--- config.mk ---
export PLATFORM = sky130hd
export DESIGN_NAME = int2float_pipe
export DESIGN_NICKNAME = d
export VERILOG_FILES = /design/src/rtl/int2float_pipe.sv
export SDC_FILE = /design/constraint.sdc
export NUM_CORES = 1
export LEC_CHECK = 0
export CAP_MARGIN = 10
export CORE_ASPECT_RATIO = 0.8
export CORE_MARGIN = 8
export CORE_UTILIZATION = 45
export DETAILED_ROUTE_END_ITERATION = 10
export PLACE_DENSITY = 0.66
export SLEW_MARGIN = 20
export SYNTH_ARGS = -nofsm -noshare
export SYNTH_HDL_FRONTEND = slang
export SYNTH_SLANG_ARGS = --single-unit
--- constraint.sdc ---
create_clock -name clk -period 5.25 [get_ports clk]
set_input_delay 0.7875 -clock clk [delete_from_list [all_inputs] [get_ports clk]]
set_output_delay 0.7875 -clock clk [all_outputs]
set_load 0.01 [all_outputs]
--- src/rtl/int2float_pipe.sv ---
// int2float_pipe: 3-stage integer to mini-float converter (M * 2^E).
// Valid/ready handshake, global stall, RNE or truncate, saturating exponent.
module int2float_pipe #(
    parameter int IN_W   = 11,
    parameter int MAN_W  = 4,
    parameter int EXP_W  = 3,
    parameter int SIGNED = 0
) (
    input  logic             clk,
    input  logic             rst,
    input  logic             in_valid,
    output logic             in_ready,
    input  logic [IN_W-1:0]  in_data,
    input  logic             in_rnd,
    output logic             out_valid,
    input  logic             out_ready,
    output logic [MAN_W-1:0] out_man,
    output logic [EXP_W-1:0] out_exp,
    output logic             out_sign,
    output logic             out_ovf,
    output logic             ovf_sticky,
    input  logic             ovf_clr
);

    // Internal exponent width: holds leading-one position plus a rounding carry.
    localparam int EW   = $clog2(IN_W + 1) + 1;
    localparam int EMAX = (1 << EXP_W) - 1;
    localparam logic [MAN_W-1:0] MAN_HALF = {1'b1, {(MAN_W-1){1'b0}}};

    logic stall;

    // Stage 1 state
    logic             v1_q;
    logic [IN_W-1:0]  mag1_q, mag1_d;
    logic             sgn1_q, sgn1_d;
    logic             rnd1_q;

    // Stage 2 state
    logic             v2_q;
    logic [MAN_W-1:0] man2_q, man2_d;
    logic [EW-1:0]    exp2_q, exp2_d;
    logic             r2_q, r2_d;
    logic             s2_q, s2_d;
    logic             rnd2_q;
    logic             sgn2_q;

    // Stage 3 (output) state
    logic             v3_q;
    logic [MAN_W-1:0] man3_q, man3_d;
    logic [EXP_W-1:0] exp3_q, exp3_d;
    logic             sgn3_q;
    logic             ovf3_q, ovf3_d;
    logic             sticky_q, sticky_d;

    // Stage-2/3 scratch
    logic [EW-1:0]    lead;
    logic [IN_W-1:0]  rmask;
    logic             inc;
    logic [MAN_W:0]   msum;
    logic [MAN_W-1:0] mfin;
    logic [EW-1:0]    efin;

    // Outputs are forced to their idle values while reset is held.
    assign out_valid  = v3_q & ~rst;
    assign out_man    = rst ? '0 : man3_q;
    assign out_exp    = rst ? '0 : exp3_q;
    assign out_sign   = sgn3_q & ~rst;
    assign out_ovf    = ovf3_q & ~rst;
    assign ovf_sticky = sticky_q & ~rst;

    assign stall    = out_valid & ~out_ready;
    assign in_ready = ~stall;

    // S1 combinational: magnitude and sign of the operand.
    always_comb begin
        mag1_d = in_data;
        sgn1_d = 1'b0;
        if (SIGNED != 0) begin
            sgn1_d = in_data[IN_W-1];
            if (in_data[IN_W-1]) begin
                mag1_d = IN_W'(0) - in_data;
            end
        end
    end

    // S2 combinational: leading-one detect, shift, guard/sticky extraction.
    always_comb begin
        lead = '0;
        for (int i = 0; i < IN_W; i++) begin
            if (mag1_q[i]) begin
                lead = EW'(i);
            end
        end
        exp2_d = '0;
        man2_d = mag1_q[MAN_W-1:0];
        rmask  = '0;
        r2_d   = 1'b0;
        s2_d   = 1'b0;
        if (|mag1_q[IN_W-1:MAN_W]) begin
            exp2_d = lead - EW'(MAN_W - 1);
            man2_d = MAN_W'(mag1_q >> exp2_d);
            rmask  = IN_W'(1) << (exp2_d - EW'(1));
            r2_d   = |(mag1_q & rmask);
            s2_d   = |(mag1_q & (rmask - IN_W'(1)));
        end
    end

    // S3 combinational: round, renormalise on carry, saturate.
    always_comb begin
        inc  = rnd2_q & r2_q & (s2_q | man2_q[0]);
        msum = {1'b0, man2_q} + {{MAN_W{1'b0}}, inc};
        mfin = msum[MAN_W-1:0];
        efin = exp2_q;
        if (msum[MAN_W]) begin
            mfin = MAN_HALF;
            efin = exp2_q + EW'(1);
        end
        man3_d = mfin;
        exp3_d = EXP_W'(efin);
        ovf3_d = 1'b0;
        if (int'(efin) > EMAX) begin
            man3_d = '1;
            exp3_d = '1;
            ovf3_d = 1'b1;
        end
    end

    // Stage 1 register: advances unless the pipe is stalled.
    always_ff @(posedge clk) begin
        if (rst) begin
            v1_q   <= 1'b0;
            mag1_q <= '0;
            sgn1_q <= 1'b0;
            rnd1_q <= 1'b0;
        end else if (!stall) begin
            v1_q   <= in_valid;
            mag1_q <= mag1_d;
            sgn1_q <= sgn1_d;
            rnd1_q <= in_rnd;
        end
    end

    // Stage 2 register: normalised mantissa and rounding bits.
    always_ff @(posedge clk) begin
        if (rst) begin
            v2_q   <= 1'b0;
            man2_q <= '0;
            exp2_q <= '0;
            r2_q   <= 1'b0;
            s2_q   <= 1'b0;
            rnd2_q <= 1'b0;
            sgn2_q <= 1'b0;
        end else if (!stall) begin
            v2_q   <= v1_q;
            man2_q <= man2_d;
            exp2_q <= exp2_d;
            r2_q   <= r2_d;
            s2_q   <= s2_d;
            rnd2_q <= rnd1_q;
            sgn2_q <= sgn1_q;
        end
    end

    // Stage 3 register: final result held stable while stalled.
    always_ff @(posedge clk) begin
        if (rst) begin
            v3_q   <= 1'b0;
            man3_q <= '0;
            exp3_q <= '0;
            sgn3_q <= 1'b0;
            ovf3_q <= 1'b0;
        end else if (!stall) begin
            v3_q   <= v2_q;
            man3_q <= man3_d;
            exp3_q <= exp3_d;
            sgn3_q <= sgn2_q;
            ovf3_q <= ovf3_d;
        end
    end

    // Sticky overflow: a delivered saturated result beats a clear.
    always_comb begin
        sticky_d = sticky_q;
        if (ovf_clr) begin
            sticky_d = 1'b0;
        end
        if (out_valid && out_ready && out_ovf) begin
            sticky_d = 1'b1;
        end
    end

    // Sticky overflow register.
    always_ff @(posedge clk) begin
        if (rst) begin
            sticky_q <= 1'b0;
        end else begin
            sticky_q <= sticky_d;
        end
    end

endmodule
==> summary.md <==
| Metric | Value |
|---|---|
| Hold Path Class | `register to register` |
| DR iter-0 viols | `roughly 200` |
| Peak VDD IR | `approximately 0.00017 V` |
| Seq cells post-synth | `36` |
| Post_cts resized | `0` |
| Crit. End Element | `register` |
| WHS Endpoint | `rnd1_q$_SDFFE_PP0N_` |
| Number of diodes | `0` |
| Core ar. | `5440 sq um` |
| Crit-path slowest cell | `dfxtp_1` |
| Via count | `around 2400` |
| Period utilisation layout | `0.900` |
| Setup TNS | `0 ns` |
| Total CTS buffers | `5` |
| Pre-CTS setup slack | `roughly 0.64 ns` |
| Latest clock arrival within the worst-skew pair | `0.29 ns` |
| Leakage | `~1.2 nW` |
| Max Fanout on Critical Path | `10` |
| First-pass GRT wire length | `roughly 11000 um` |
| CTS tree | `built` |
| F_max | `212 MHz` |
| Post-layout net count | `about 360` |
| Initial Util | `0.462` |
| CP Launch Type | `register` |
| Buf/Inv on CP | `1` |
| Tot Pwr | `about 0.8 mW` |
| Slew @ Worst Pin | `~1 ns` |
| CTS Root Cell | `clkbuf_8` |
| Max cap viols | `0` |
| Reg2Reg Setup Slack | `roughly 0.52 ns` |
| Die area | `roughly 8000 sq um` |
| Mean post-synth cell area | `approximately 8 sq um` |
| Top cells by count, synth | `dfxtp_1, nand2_1, nor2_1` |
| Sequential Area | `approximately 700 sq um` |
| Largest net degree at the start of global routing | `42` |
| Top cell type's share of synthesized area | `0.287` |
| Vias in the first global route | `between 2000 and 2500` |
| EDFF count, synth | `0` |
| Post-synthesis net count | `between 300 and 400` |
| Compound-cell area share of the yosys netlist | `0.257` |
| HPWL after DPL | `slightly below 5000 um` |
| Synth-to-layout area growth | `16.4%` |
| Post-DR wirelength/cell | `roughly 17 um` |
| FP Rows | `24` |
| Most used DFF post-synth | `dfxtp_1` |
| Reg2reg end | `s2_q$_SDFFE_PP0N_` |
| Worst reg2reg path depth | `17` |
| Min cycle time layout | `between 4 and 5 ns` |
| CP delay by family, top | `compound AO/OA/AOI/OAI gates` |
| Post-synthesis mux area share | `0.0383` |
| PwrDens | `between 200 and 300 nW/um^2` |
| Count leader, synth | `dfxtp_1` |
| Worst Clk Skew | `0.00514 ns` |
| Synth warn | `0` |
| Slew HR | `0.346` |
| Setup slack after layout | `~0.52 ns` |
| Crit path arrival time | `4.88 ns` |
| Routability cong. | `0.928` |
| Synth top area cells | `dfxtp_1, nand2_1, nand3b_1` |
| Adder-Cell Fraction of Synth Area | `0.0448` |
| Slew Viols, Final | `0` |
| Final WL | `a little under 7000 um` |
| Ratio of cells with drive above 1 in the final layout | `0.0693` |
| Via density | `slightly below 6` |
| Worst hold start | `rnd1_q$_SDFFE_PP0N_` |
| Netlist cell types | `62` |
| Simple-gate share of the synthesized area | `0.285` |
| Outcome | `completed` |
| # H-tree levels | `2` |
| Async set or reset register ratio after synthesis | `0` |
| Number of fillers in the final layout | `approximately 520` |
| Post-synthesis xor/xnor area fraction | `0.0284` |
| RSZ-0062 raised after global routing | `no` |
| Cell Chain, Critical Path | `nor2b_1 -> o311a_1 -> o21bai_1 -> a21o_1 -> inv_1 -> ha_1 -> nor2b_1 -> o2111ai_1 -> and3_1 -> nand2_1 -> ha_1 -> nand3b_1 -> nand4_1 -> a2111oi_0 -> o211ai_1 -> a311oi_1 -> o32ai_1` |
| DRT Pass-1 Iters | `5` |
| Clock slew seen by the registers of the worst setup and hold paths | `~0.07 ns` |
| Die height | `slightly above 80 um` |
| Port Buf Inserts | `27` |
| Critical Setup Path Class | `register to register` |
| # DRC | `0` |
| Antenna-violating nets left | `0` |
| Worst stage delay on the critical path | `around 0.58 ns` |
| # Post-CTS Setup Buffers | `0` |
| Largest family of logic cells by synthesized area | `simple AND/OR/NAND/NOR gates` |
| Post-CTS Hold Buffers | `0` |
| Deepest clock path buffer count | `2` |
| Clock Sink Count | `36` |
| Worst r2r src | `mag1_q[2]$_SDFFE_PP0N_` |
| Synth area leader | `dfxtp_1` |
| Cell Area, Synth | `2510 sq um` |
| Final hold vios | `0` |
| Area occupied by multi-input gates | `1650 sq um` |
| Cells after Synth | `between 300 and 400` |
| GRT Total Usage | `0.165` |
| Antenna violations before repair | `0` |
| Seq/Total Area, Yosys | `0.287` |
| GR Overflow Total | `0` |
| Die Span X | `between 90 and 100 um` |
| Hold-critical path depth | `2` |
| Setup violators final | `0` |
| Required @ worst endpoint | `~5.4 ns` |
| IO Count | `29` |
-- worst max path at each step --
stage	from	endpoint	slack, ns	cells after the start
final	mag1_q[2]$_SDFFE_PP0N_	s2_q$_SDFFE_PP0N_	0.52	17
after global routing	mag1_q[6]$_SDFFE_PP0N_	s2_q$_SDFFE_PP0N_	0.13	17
after CTS	mag1_q[2]$_SDFFE_PP0N_	s2_q$_SDFFE_PP0N_	0.63	17
after detailed placement	mag1_q[2]$_SDFFE_PP0N_	s2_q$_SDFFE_PP0N_	0.64	17
after global placement	mag1_q[6]$_SDFFE_PP0N_	s2_q$_SDFFE_PP0N_	0.78	17
after floorplan	mag1_q[2]$_SDFFE_PP0N_	s2_q$_SDFFE_PP0N_	1.36	19
-- cell usage in the layout (no fill, tap or decap), types with 2 or more instances in the layout --
cell	instances
dfxtp_1	36
nand2_1	35
nor2_1	28
clkdlybuf4s50_1	27
nand3b_1	17
nor2b_1	15
o21ai_0	15
inv_1	12
a211oi_1	12
nor3_1	9
ha_1	9
nand3_1	7
a21oi_1	7
nand2b_1	6
o211ai_1	6
a22oi_1	6
a311oi_1	5
a31oi_1	5
clkbuf_8	5
a21o_1	4
mux2i_1	4
buf_4	4
o21ai_1	3
and3_1	3
xor2_1	3
or3_1	3
o2111ai_1	2
o311a_1	2
a32o_1	2
and2_1	2
a41oi_1	2
mux4_2	2
xnor2_1	2
-- state kept, by name (all words and copies together), names as in the netlist --
register / count
v3_q: 1
r2_q: 1
v1_q: 1
rnd2_q: 1
rnd1_q: 1
man2_q: 4
v2_q: 1
exp3_q: 3
ovf3_q: 1
s2_q: 1
mag1_q: 11
sticky_q: 1
man3_q: 4
exp2_q: 5
-- cell families after synthesis --
family / after synthesis
adder cells (fa/ha/maj): 9
XOR/XNOR: 6
other: 1
multiplexers: 7
buffers and inverters: 36
AO/OA/AOI/OAI: 88
AND/OR/NAND/NOR: 132
flip-flops: 36
-- area by class of cell --
cell class	count	share of cell area
multi-input cells	243	0.563
flip-flops and latches	36	0.246
repair buffers	31	0.103
well taps	78	0.0334
clock buffers	6	0.0248
inverters	14	0.0180
clock inverters	2	0.0120
-- report_power, final --
group,switching [mW],leakage [nW],internal [mW],total (mW)
Combinational,0.141,0.800,0.110,0.251
Sequential,0.0279,0.297,0.297,0.325
Clock,0.0988,0.0552,0.141,0.240
Total,0.268,1.15,0.548,0.816
-- through the flow --
stage | area [sq um] | cells | util | hold WS (ns)
floorplan | 2510 | 315 | - | 0.416
global placement | 2820 | 402 | 0.518 | 0.427
detailed placement | 2820 | 402 | 0.518 | 0.431
CTS | 2920 | 410 | 0.538 | 0.441
global route | 2920 | 410 | 0.538 | 0.482
finish | 2920 | 410 | 0.538 | 0.439
-- per-layer routing --
layer / vias to the layer above / routed length (um) / GRT usage
met3: 13 / 640 / 0.0525
met2: 120 / 2930 / 0.242
met4: 0 / 85 / 0.0494
met5: - / 0 / 0
li1: 1178 / - / -
met1: 1129 / 3190 / 0.224
-- tightest hold or removal path: cells and delay by family, from the launching register on --
family	cells	cell delay [ns]
and+or+nand+nor	2	0.09
DFF	1	0.31
Note: power is estimated with default switching activity, not from simulation.
